File: src/rtl/ucaspian_syn_sched.sv
// rtl/ucaspian_syn_sched.sv - round-robin synapse-fire scheduler between the axon stage and one synapse unit
module ucaspian_syn_sched #(
   parameter int NREQ   = 2,
   parameter int ADDR_W = 10,
   parameter int CNT_W  = 8
) (
   input  logic                   clk,
   input  logic                   reset_n,
   input  logic                   enable,
   input  logic                   abort,
   input  logic [NREQ-1:0]        req_vld,
   output logic [NREQ-1:0]        req_rdy,
   input  logic [NREQ*ADDR_W-1:0] req_start,
   input  logic [NREQ*CNT_W-1:0]  req_count,
   output logic [ADDR_W-1:0]      syn_addr,
   output logic                   syn_vld,
   input  logic                   syn_rdy,
   output logic                   busy,
   output logic                   step_done
);

   localparam int PTR_W = (NREQ > 1) ? $clog2(NREQ) : 1;

   typedef enum logic {IDLE, ISSUE} state_t;

   state_t             state;
   logic [PTR_W-1:0]   rr_ptr;
   logic [PTR_W-1:0]   winner;
   logic [PTR_W-1:0]   next_ptr;
   logic [PTR_W-1:0]   idx_p;
   logic               found;
   logic [CNT_W-1:0]   remaining;
   logic [ADDR_W-1:0]  win_start;
   logic [CNT_W-1:0]   win_count;
   logic               accept;
   logic               xfer;
   int                 idx;

   // First valid requester at or after rr_ptr, searching upward modulo NREQ.
   always_comb begin
      found  = 1'b0;
      winner = rr_ptr;
      idx    = 0;
      idx_p  = '0;
      for (int k = 0; k < NREQ; k++) begin
         idx = int'(rr_ptr) + k;
         if (idx >= NREQ) idx = idx - NREQ;
         idx_p = PTR_W'(idx);
         if (!found && req_vld[idx_p]) begin
            found  = 1'b1;
            winner = idx_p;
         end
      end
   end

   assign next_ptr  = (winner == PTR_W'(NREQ - 1)) ? '0 : winner + 1'b1;
   assign win_start = req_start[winner*ADDR_W +: ADDR_W];
   assign win_count = req_count[winner*CNT_W +: CNT_W];
   assign accept    = (state == IDLE) && enable && !abort && found;
   assign xfer      = (state == ISSUE) && enable && syn_vld && syn_rdy;

   always_comb begin
      req_rdy = '0;
      if (accept) req_rdy[winner] = 1'b1;
   end

   always_ff @(posedge clk or negedge reset_n) begin
      if (!reset_n) begin
         state     <= IDLE;
         syn_vld   <= 1'b0;
         syn_addr  <= '0;
         busy      <= 1'b0;
         step_done <= 1'b0;
         rr_ptr    <= '0;
         remaining <= '0;
      end else begin
         step_done <= (state == IDLE) && !(|req_vld) && !abort;
         if (abort) begin
            state     <= IDLE;
            syn_vld   <= 1'b0;
            busy      <= 1'b0;
            remaining <= '0;
            rr_ptr    <= '0;
         end else if (accept) begin
            rr_ptr    <= next_ptr;
            syn_addr  <= win_start;
            remaining <= win_count;
            // A zero-count range is consumed here without ever firing.
            if (win_count != '0) begin
               state   <= ISSUE;
               syn_vld <= 1'b1;
               busy    <= 1'b1;
            end
         end else if (xfer) begin
            syn_addr  <= syn_addr + 1'b1;
            remaining <= remaining - 1'b1;
            if (remaining == CNT_W'(1)) begin
               state   <= IDLE;
               syn_vld <= 1'b0;
               busy    <= 1'b0;
            end
         end
      end
   end

endmodule

File: config.mk
export PLATFORM = sky130hd
export DESIGN_NAME = ucaspian_syn_sched
export DESIGN_NICKNAME = d
export VERILOG_FILES = /design/src/rtl/ucaspian_syn_sched.sv
export SDC_FILE = /design/constraint.sdc
export NUM_CORES = 1
export LEC_CHECK = 0
export ABC_CLOCK_PERIOD_IN_PS = 3400
export CORE_ASPECT_RATIO = 1.2
export CORE_MARGIN = 2
export CORE_UTILIZATION = 32
export DETAILED_ROUTE_END_ITERATION = 8
export SETUP_SLACK_MARGIN = 0.15
export SYNTH_ARGS = -nofsm -noshare
export SYNTH_HDL_FRONTEND = slang
export SYNTH_SLANG_ARGS = --single-unit
export TNS_END_PERCENT = 100
File: constraint.sdc
create_clock -name clk -period 3.4 [get_ports clk]
set_input_delay 0.34 -clock clk [delete_from_list [all_inputs] [get_ports clk]]
set_output_delay 0.34 -clock clk [all_outputs]
set_load 0.1 [all_outputs]
==> flow_metrics.tcl, run 1 <==
set metrics [dict create \
    outcome "finished, final reports clean" \
    fp.coreArea_sq_mm 0.00453 \
    final_nets 264 \
    syn_inst 163 \
    hold_slack_ns 0.531 \
    numCtsBuffers 3 \
    antenna_found_initial 0 \
    max_stage_delay_ns 1.22 \
    critPathKind "reg2out" \
    drt_iter0_drc 105 \
    fin_skew_ns 0.00279 \
    vias 1505 \
    cts.root.buffer_cell "clkbuf_8" \
    cts_resized 0 \
    slew_violations 0 \
    ys_types 51 \
    path_max_fanout 9 \
    grt_max_degree 22 \
    start_util_pct 32.8 \
    io_buffers 57 \
    arrival_ns 2.03 \
    crit_family "buffers and inverters" \
    powerDensity_mw_per_mm2 562 \
    netlist.area_leader.share_pct 35.4 \
    grt_pass1_wl_mm 6.96 \
    syn_area_sq_mm 0.00149 \
    finalHoldViolCount 0 \
    overflow 0 \
    worst-path-buf-inv 1 \
    io_pins 58 \
    hold_buffers 0 \
    p_leak_nw 0.824 \
    async_flop_share_pct 100 \
    peakVddDrop_v 0.000225 \
    drive_gt1_share_pct 7.37 \
    synth_edf_count 0 \
    min_period_ns 2.37 \
    post-place-ws_ns 1.06 \
    crit_chain "clkdlybuf4s50_1" \
    start_kind "flop" \
    dp_hpwl_mm 3.30 \
    ys_seq_elements 21 \
    worstPathRequired_ns 3.06 \
    synth_area_leader_cell "dfrtp_1" \
    rsz0062_at_grt "false" \
    cts_htree_levels 1 \
    place_inst 271 \
    synth_top_cells_by_area "dfrtp_1 35%, mux2i_1 4.7%, nor2_1 4.3%" \
    routed_wirelength_mm 4.32 \
    clock_path_buffers 2 \
    wl_per_cell_um 15.7 \
    fmax_mhz 422 \
    cts_tree "built" \
    yosysWarnings 0 \
    dpl-instance-area_sq_mm 0.00207 \
    num_rows 27 \
    die_height_um 78.7 \
    slew_headroom_pct 32.2 \
    drv_cap 0 \
    drtAntennaViolNets 0 \
    synth_most_common_cell "dfrtp_1" \
    setup-tns-final_ns 0 \
    viasPerCell 5.47 \
    path_clk_slew_ns 0.08 \
    stdcell_count 275 \
    dieWidth_um 66.2 \
    ys.flop_type "dfrtp_1" \
    cts_sinks 21 \
    end_kind "output pin" \
    hold_class "reg2reg" \
    tightestPinTransition_ns 1.01 \
    track_usage_pct 17.1 \
    ys_seq_area_share_pct 35.4 \
    slowest_stage "clkdlybuf4s50_1" \
    areaGrowthSynthToFinish_pct 42.5 \
    timing.final.crit_share_pct 69.7 \
    fin_ws_ns 1.03 \
    cts_setup_buffers 0 \
    synth_nets 209 \
    gp_congestion 0.786 \
    setup_viol 0 \
    fp.dieArea_sq_mm 0.00521 \
    synth_common_cells "21 x dfrtp_1, 17 x nor2_1, 9 x nand3_1" \
    drt_pass1_iterations 5 \
    avgSynthCellArea_sq_um 9.12 \
    grt_pass1_vias 1496 \
    antenna_cells 0 \
    clk_latency_ns 0.27 \
    final_area_sq_mm 0.00212 \
    drc_errors 0 \
]
## area by class of cell
cell class                      count  area (sq um)
Inverter                            8          30.0
Timing Repair Buffer               57           566
Sequential cell                    21           526
Clock buffer                        4          45.0
Multi-Input combinational cell    127           880
Tap cell                           58          72.6
Fill cell                         455          2410
## flip-flops by register name (all words and copies together) (netlist names)
register	count
remaining	8
state	1
rr_ptr	1
step_done	1
syn_addr	10
## metal layers
| layer | vias to the layer above | GRT usage [%] | part of all wire, % |
|---|---|---|---|
| met5 | - | 0 | 0 |
| met4 | 0 | 5.92 | 1.3 |
| met3 | 4 | 1.86 | 6.6 |
| met2 | 58 | 30.7 | 49 |
| met1 | 708 | 20.7 | 43 |
| li1 | 735 | - | - |
## stage by stage
| step | total power, mW | utilization, % |
|---|---|---|
| 3_3_place_gp | 1.02 | 45.8 |
| 4_1_cts | 1.20 | 46.8 |
| 3_5_place_dp | 1.02 | 45.8 |
| 5_1_grt | 1.25 | 46.8 |
| 2_1_floorplan | 0.841 | - |
| 6_report | 1.19 | 46.8 |
## path summary, 6_finish.rpt
check | to | from | cells after the start | slack (ns)
worst max-delay path | busy | state | 1 | 1.03
worst min-delay path | remaining[6] | remaining[6] | 1 | 0.53
worst max register to register | syn_addr[9] | state | 5 | 1.53
worst min register to register | remaining[6] | remaining[6] | 1 | 0.53
max in group asynchronous | syn_addr[9] | reset_n | 1 | 2.16
min in group asynchronous | step_done | reset_n | 1 | 0.62
## cells by family (layout without fill, tap and decap cells)
kind of cell / Yosys count / count (layout) / share of synthesized area, %
simple gates: 61 / 61 / 23.3
compound gates: 52 / 52 / 26.3
flops: 21 / 21 / 35.4
buf+inv: 15 / 69 / 5.47
mux: 7 / 7 / 4.71
xor+xnor: 4 / 4 / 2.36
fa+ha+maj: 3 / 3 / 2.53
## where the power goes
group	internal [mW]	switching, mW	total (mW)
clock	0.0838	0.0906	0.174
combinational	0.220	0.425	0.645
sequential	0.300	0.0707	0.371
## placed cells by master (no fill, tap or decap), types with 4 or more instances in the layout
cell and instances:
dfrtp_1 21, nand2_1 7, nor4_1 4, nand3_1 9
nor2_1 17, nand2b_1 4, clkdlybuf4s50_1 55, mux2i_1 7
o22ai_1 6, o21ai_1 6, a21oi_1 8, inv_1 6
a222oi_1 6
(Power assumes the default switching activity.)
==> run 2: changes to the inputs <==
Settings changed: ABC_CLOCK_PERIOD_IN_PS 3400 to 2300.
Clock period 3.4 ns to 2.3 ns, I/O delays scaled along.
==> run 2 against run 1 <==
Combinational power rose by 48%. Clock power rose by 45%. Die area did not move. Largest cell class unchanged. Highest routed layer unchanged.
==> flow_metrics.tcl, run 2 (synthesized netlist as in run 1, its figures left out) <==
set metrics [dict create \
    layout_commonest_cell "clkdlybuf4s50_1" \
    cts_resized 0 \
    numCtsBuffers 3 \
    arrival_ns 1.66 \
    vias 1536 \
    path_clk_slew_ns 0.08 \
    cts_setup_buffers 0 \
    fp.dieArea_sq_mm 0.00521 \
    clock_path_buffers 2 \
    critPathKind "reg2out" \
    worstPathRequired_ns 2.07 \
    drtAntennaViolNets 0 \
    grt_pass1_wl_mm 7.25 \
    drv_cap 0 \
    antenna_cells 0 \
    viasPerCell 5.43 \
    num_rows 27 \
    finalHoldViolCount 0 \
    layout_common_cells "42 x clkdlybuf4s50_1, 21 x buf_4, 18 x dfrtp_1, 17 x nor2_1, 9 x nand3_1" \
    clk_latency_ns 0.27 \
    io_buffers 57 \
    setup-tns-final_ns 0 \
    slew_headroom_pct 68.0 \
    gp_congestion 0.890 \
    cts_sinks 21 \
    final_nets 272 \
    p_leak_nw 0.886 \
    drc_errors 0 \
    crit_family "flip-flops" \
    tightestPinTransition_ns 0.480 \
    cts_tree "built" \
    fin_skew_ns 0.00730 \
    min_period_ns 1.89 \
    overflow 0 \
    powerDensity_mw_per_mm2 810 \
    max_stage_delay_ns 0.48 \
    fillers 456 \
    fmax_mhz 529 \
    end_kind "output pin" \
    drt_pass1_iterations 5 \
    largest_reg_flops 10 \
    cts_htree_levels 1 \
    dp_hpwl_mm 3.33 \
    final_area_sq_mm 0.00217 \
    timing.final.crit_share_pct 82.1 \
    wl_per_cell_um 15.3 \
    outcome "finished, final reports clean" \
    hold_buffers 0 \
    rsz0062_at_grt "false" \
    routed_wirelength_mm 4.33 \
    path_max_fanout 11 \
    dpl-instance-area_sq_mm 0.00213 \
    io_pins 58 \
    slew_violations 0 \
    areaGrowthSynthToFinish_pct 46.3 \
    die_height_um 78.7 \
    slowest_stage "dfrtp_2" \
    start_kind "flop" \
    crit_chain "nor3b_4 > nand3_1 > inv_2 > buf_12" \
    drt_iter0_drc 152 \
    drive_gt1_share_pct 17.8 \
    cts.root.buffer_cell "clkbuf_8" \
    peakVddDrop_v 0.000374 \
    grt_pass1_vias 1590 \
    regMostFlops "syn_addr" \
    worst-path-buf-inv 2 \
    track_usage_pct 17.9 \
    hold_class "in2async" \
    dieWidth_um 66.2 \
    reg_top3 "syn_addr (10), remaining (8)" \
    fp.coreArea_sq_mm 0.00453 \
    setup_viol 0 \
    grt_max_degree 22 \
    antenna_found_initial 0 \
    start_util_pct 32.8 \
]
## run 2: cell count changes in the layout (fill, tap and decap cells not counted)
cell	before	now
buf_4	2	21
clkdlybuf4s50_1	55	42
dfrtp_1	21	18
dfrtp_2	0	3
buf_12	0	2
## run 2: worst reg2reg max path, stage by stage (launching register included)
cell       delay (ns)
dfrtp_2          0.48
nor3b_4          0.29
o21a_1           0.47
nor2_1           0.08
a222oi_1         0.32
o2bb2ai_1        0.09
## run 2: per-stage QoR
stage / std cells / power (mW) / worst slack (ns) / utilization [%] / hold slack, ns
global route: 283 / 1.86 / 0.259 / 48.0 / 0.350
detailed placement: 279 / 1.52 / 0.227 / 47.0 / 0.495
floorplan: 163 / 1.25 / 0.299 / - / -0.0656
CTS: 283 / 1.78 / 0.399 / 48.0 / 0.317
global placement: 279 / 1.51 / 0.228 / 47.0 / 0.502
finish: 283 / 1.76 / 0.411 / 48.0 / 0.309
## run 2: path summary, 6_finish.rpt
check	start	end	slack, ns	depth (start not counted)
hold / removal	reset_n	remaining[3]	0.31	2
hold reg to reg	remaining[6]	remaining[6]	0.52	1
setup / recovery	state	req_rdy[1]	0.41	4
min in group clk	remaining[6]	remaining[6]	0.52	1
setup reg to reg	state	syn_addr[9]	0.44	5
max in group asynchronous	reset_n	syn_addr[1]	1.74	2
## run 2: area by class of cell
| type | count | area [sq um] | share of cell area [%] |
|---|---|---|---|
| sequential | 21 | 529 | 24.3 |
| tap | 58 | 72.6 | 3.34 |
| inverter | 8 | 30.0 | 1.38 |
| timing repair buffer | 65 | 618 | 28.4 |
| clock buffer | 4 | 45.0 | 2.07 |
| multi-input combinational | 127 | 880 | 40.4 |
## run 2: report_power, final
part / internal (mW) / total (mW) / switching, mW / leakage, nW
Clock: 0.124 / 0.252 / 0.129 / 0.0228
Sequential: 0.448 / 0.553 / 0.105 / 0.275
Combinational: 0.323 / 0.956 / 0.634 / 0.588
Total: 0.894 / 1.76 / 0.868 / 0.886
## run 2: layer usage
metal  wire length [um]  vias to the layer above  global-route usage (%)  part of all wire (%)
met5                  0                        -                       0                     0
met4                 39                        0                    6.33                  0.90
met3                250                        4                    2.15                   5.8
met2               2200                       65                    31.9                    51
met1               1840                      713                    21.8                    42
li1                   -                      754                       -                     -
==> run 3: changes to the inputs <==
Settings changed: ABC_CLOCK_PERIOD_IN_PS 2300 to 2000.
Clock period 2.3 ns to 2 ns, I/O delays scaled along.
==> run 3 against run 2 <==
Flip-flop and latch count is the same. Final cell count is 3.5% higher. First-iteration DRC count shrank 30%. Die area unchanged. Register-to-register slack lost 0.20 ns. Wire length rose by 2.3%. Critical path depth unchanged. Clock skew about the same. Critical path type unchanged. Highest routed layer unchanged.
==> flow_metrics.tcl, run 3 (synthesized netlist as in run 1, its figures left out) <==
set metrics [dict create \
    worstPathRequired_ns 1.80 \
    r2r-start "remaining[0]" \
    cts_sinks 21 \
    drt_pass1_iterations 4 \
    antenna_cells 0 \
    tightestPinTransition_ns 0.424 \
    dieWidth_um 66.2 \
    powerDensity_mw_per_mm2 897 \
    largest_reg_flops 10 \
    routed_wirelength_mm 4.43 \
    cts_tree "built" \
    fin_skew_ns 0.00726 \
    postLayoutCoreUtil_pct 51.2 \
    worstReg2RegEnd "remaining[6]" \
    critPathKind "reg2out" \
    slew_violations 0 \
    cts.root.buffer_cell "clkbuf_8" \
    path_max_fanout 12 \
    met3_usage_pct 2.29 \
    gp_congestion 0.806 \
    setup_viol 0 \
    clk_latency_ns 0.26 \
    reg2reg_depth 6 \
    crit_end "req_rdy[0]" \
    die_height_um 78.7 \
    drv_cap 0 \
    fp.coreArea_sq_mm 0.00453 \
    io_pins 58 \
    finalHoldViolCount 0 \
    drive_gt1_share_pct 25.5 \
    wl_per_cell_um 15.1 \
    io_buffers 57 \
    outcome "finished, final reports clean" \
    rsz0062_at_grt "true" \
    fmax_mhz 558 \
    gr-usage-met2_pct 30.5 \
    path_clk_slew_ns 0.09 \
    timing.final.crit_share_pct 89.6 \
    min_period_ns 1.79 \
    cts_htree_levels 1 \
    drt_iter0_drc 106 \
    grt_pass1_wl_mm 7.35 \
    arrival_ns 1.59 \
    p_leak_nw 0.939 \
    fillers 461 \
    layout_common_cells "42 x clkdlybuf4s50_1, 29 x buf_4, 17 x nor2_1, 15 x dfrtp_1, 8 x a21oi_1" \
    overflow 0 \
    regMostFlops "syn_addr" \
    final_nets 282 \
    numCtsBuffers 3 \
    end_kind "output pin" \
    startpoint "state" \
    vias 1575 \
    drc_errors 0 \
    final_area_sq_mm 0.00232 \
    hold_slack_ns 0.274 \
    clock_path_buffers 2 \
    start_util_pct 32.8 \
    hold_buffers 0 \
    num_rows 27 \
    fp.dieArea_sq_mm 0.00521 \
    start_kind "flop" \
    slew_headroom_pct 71.6 \
    drtAntennaViolNets 0 \
    grtUsageMet1_pct 23.1 \
    reg_top3 "syn_addr (10), remaining (8)" \
    peakVddDrop_v 0.000508 \
    antenna_found_initial 0 \
    grt_pass1_vias 1534 \
    busiest_layer "met2" \
    dpl-instance-area_sq_mm 0.00219 \
    layout_commonest_cell "clkdlybuf4s50_1" \
    grt_max_degree 22 \
    track_usage_pct 17.7 \
    areaGrowthSynthToFinish_pct 55.9 \
    r2r_slack_ns 0.24 \
    viasPerCell 5.38 \
    hold_class "in2async" \
    dp_hpwl_mm 3.46 \
]
-- run 3: what timing repair did --
item,4_1_cts,5_1_grt
setup buffers,0,4
pin swaps,0,3
endpoints found under the setup margin,2,4
gates resized for setup,2,9
-- run 3: worst max-delay path: stages, from the launching register on --
cell and delay (ns):
dfrtp_4 0.54, nor3b_4 0.29, nand3_2 0.17, clkinv_4 0.14, buf_12 0.18
-- run 3: metal layers --
layer / up-vias / part of all wire, % / wire length, um
li1: 772 / - / -
met1: 751 / 42 / 1880
met2: 50 / 51 / 2280
met3: 2 / 5.5 / 243
met4: 0 / 0.61 / 27
met5: - / 0 / 0
-- run 3: area by class of cell --
| type | instances | area (sq um) | share of cell area (%) |
|---|---|---|---|
| sequential | 21 | 536 | 23.1 |
| inverter | 8 | 40.0 | 1.73 |
| timing repair buffer | 75 | 718 | 31.0 |
| multi-input combinational | 127 | 905 | 39.0 |
| tap | 58 | 72.6 | 3.13 |
| clock buffer | 3 | 41.3 | 1.78 |
| clock inverter | 1 | 5.00 | 0.216 |
-- run 3: worst min path at each step --
stage / startpoint / endpoint
2_1_floorplan: reset_n / remaining[0]
3_3_place_gp: syn_addr[9] / syn_addr[9]
3_5_place_dp: syn_addr[9] / syn_addr[9]
4_1_cts: reset_n / remaining[1]
5_1_grt: reset_n / remaining[2]
6_report: reset_n / remaining[2]
-- run 3: where the power goes --
group          leakage, nW  total, mW  internal [mW]  switching, mW
Sequential           0.271      0.633          0.519          0.114
Combinational        0.643       1.16          0.409          0.747
Clock               0.0255      0.289          0.139          0.150
-- run 3: through the flow --
stage,cells,total power [mW],setup WS [ns],TNS (ns)
6_report,293,2.08,0.207,0
5_1_grt,293,2.20,0.0911,0
4_1_cts,289,2.06,0.145,0
3_5_place_dp,285,1.77,-0.0136,-0.0136
3_3_place_gp,285,1.76,-0.00190,-0.00190
2_1_floorplan,163,1.44,0.0729,0
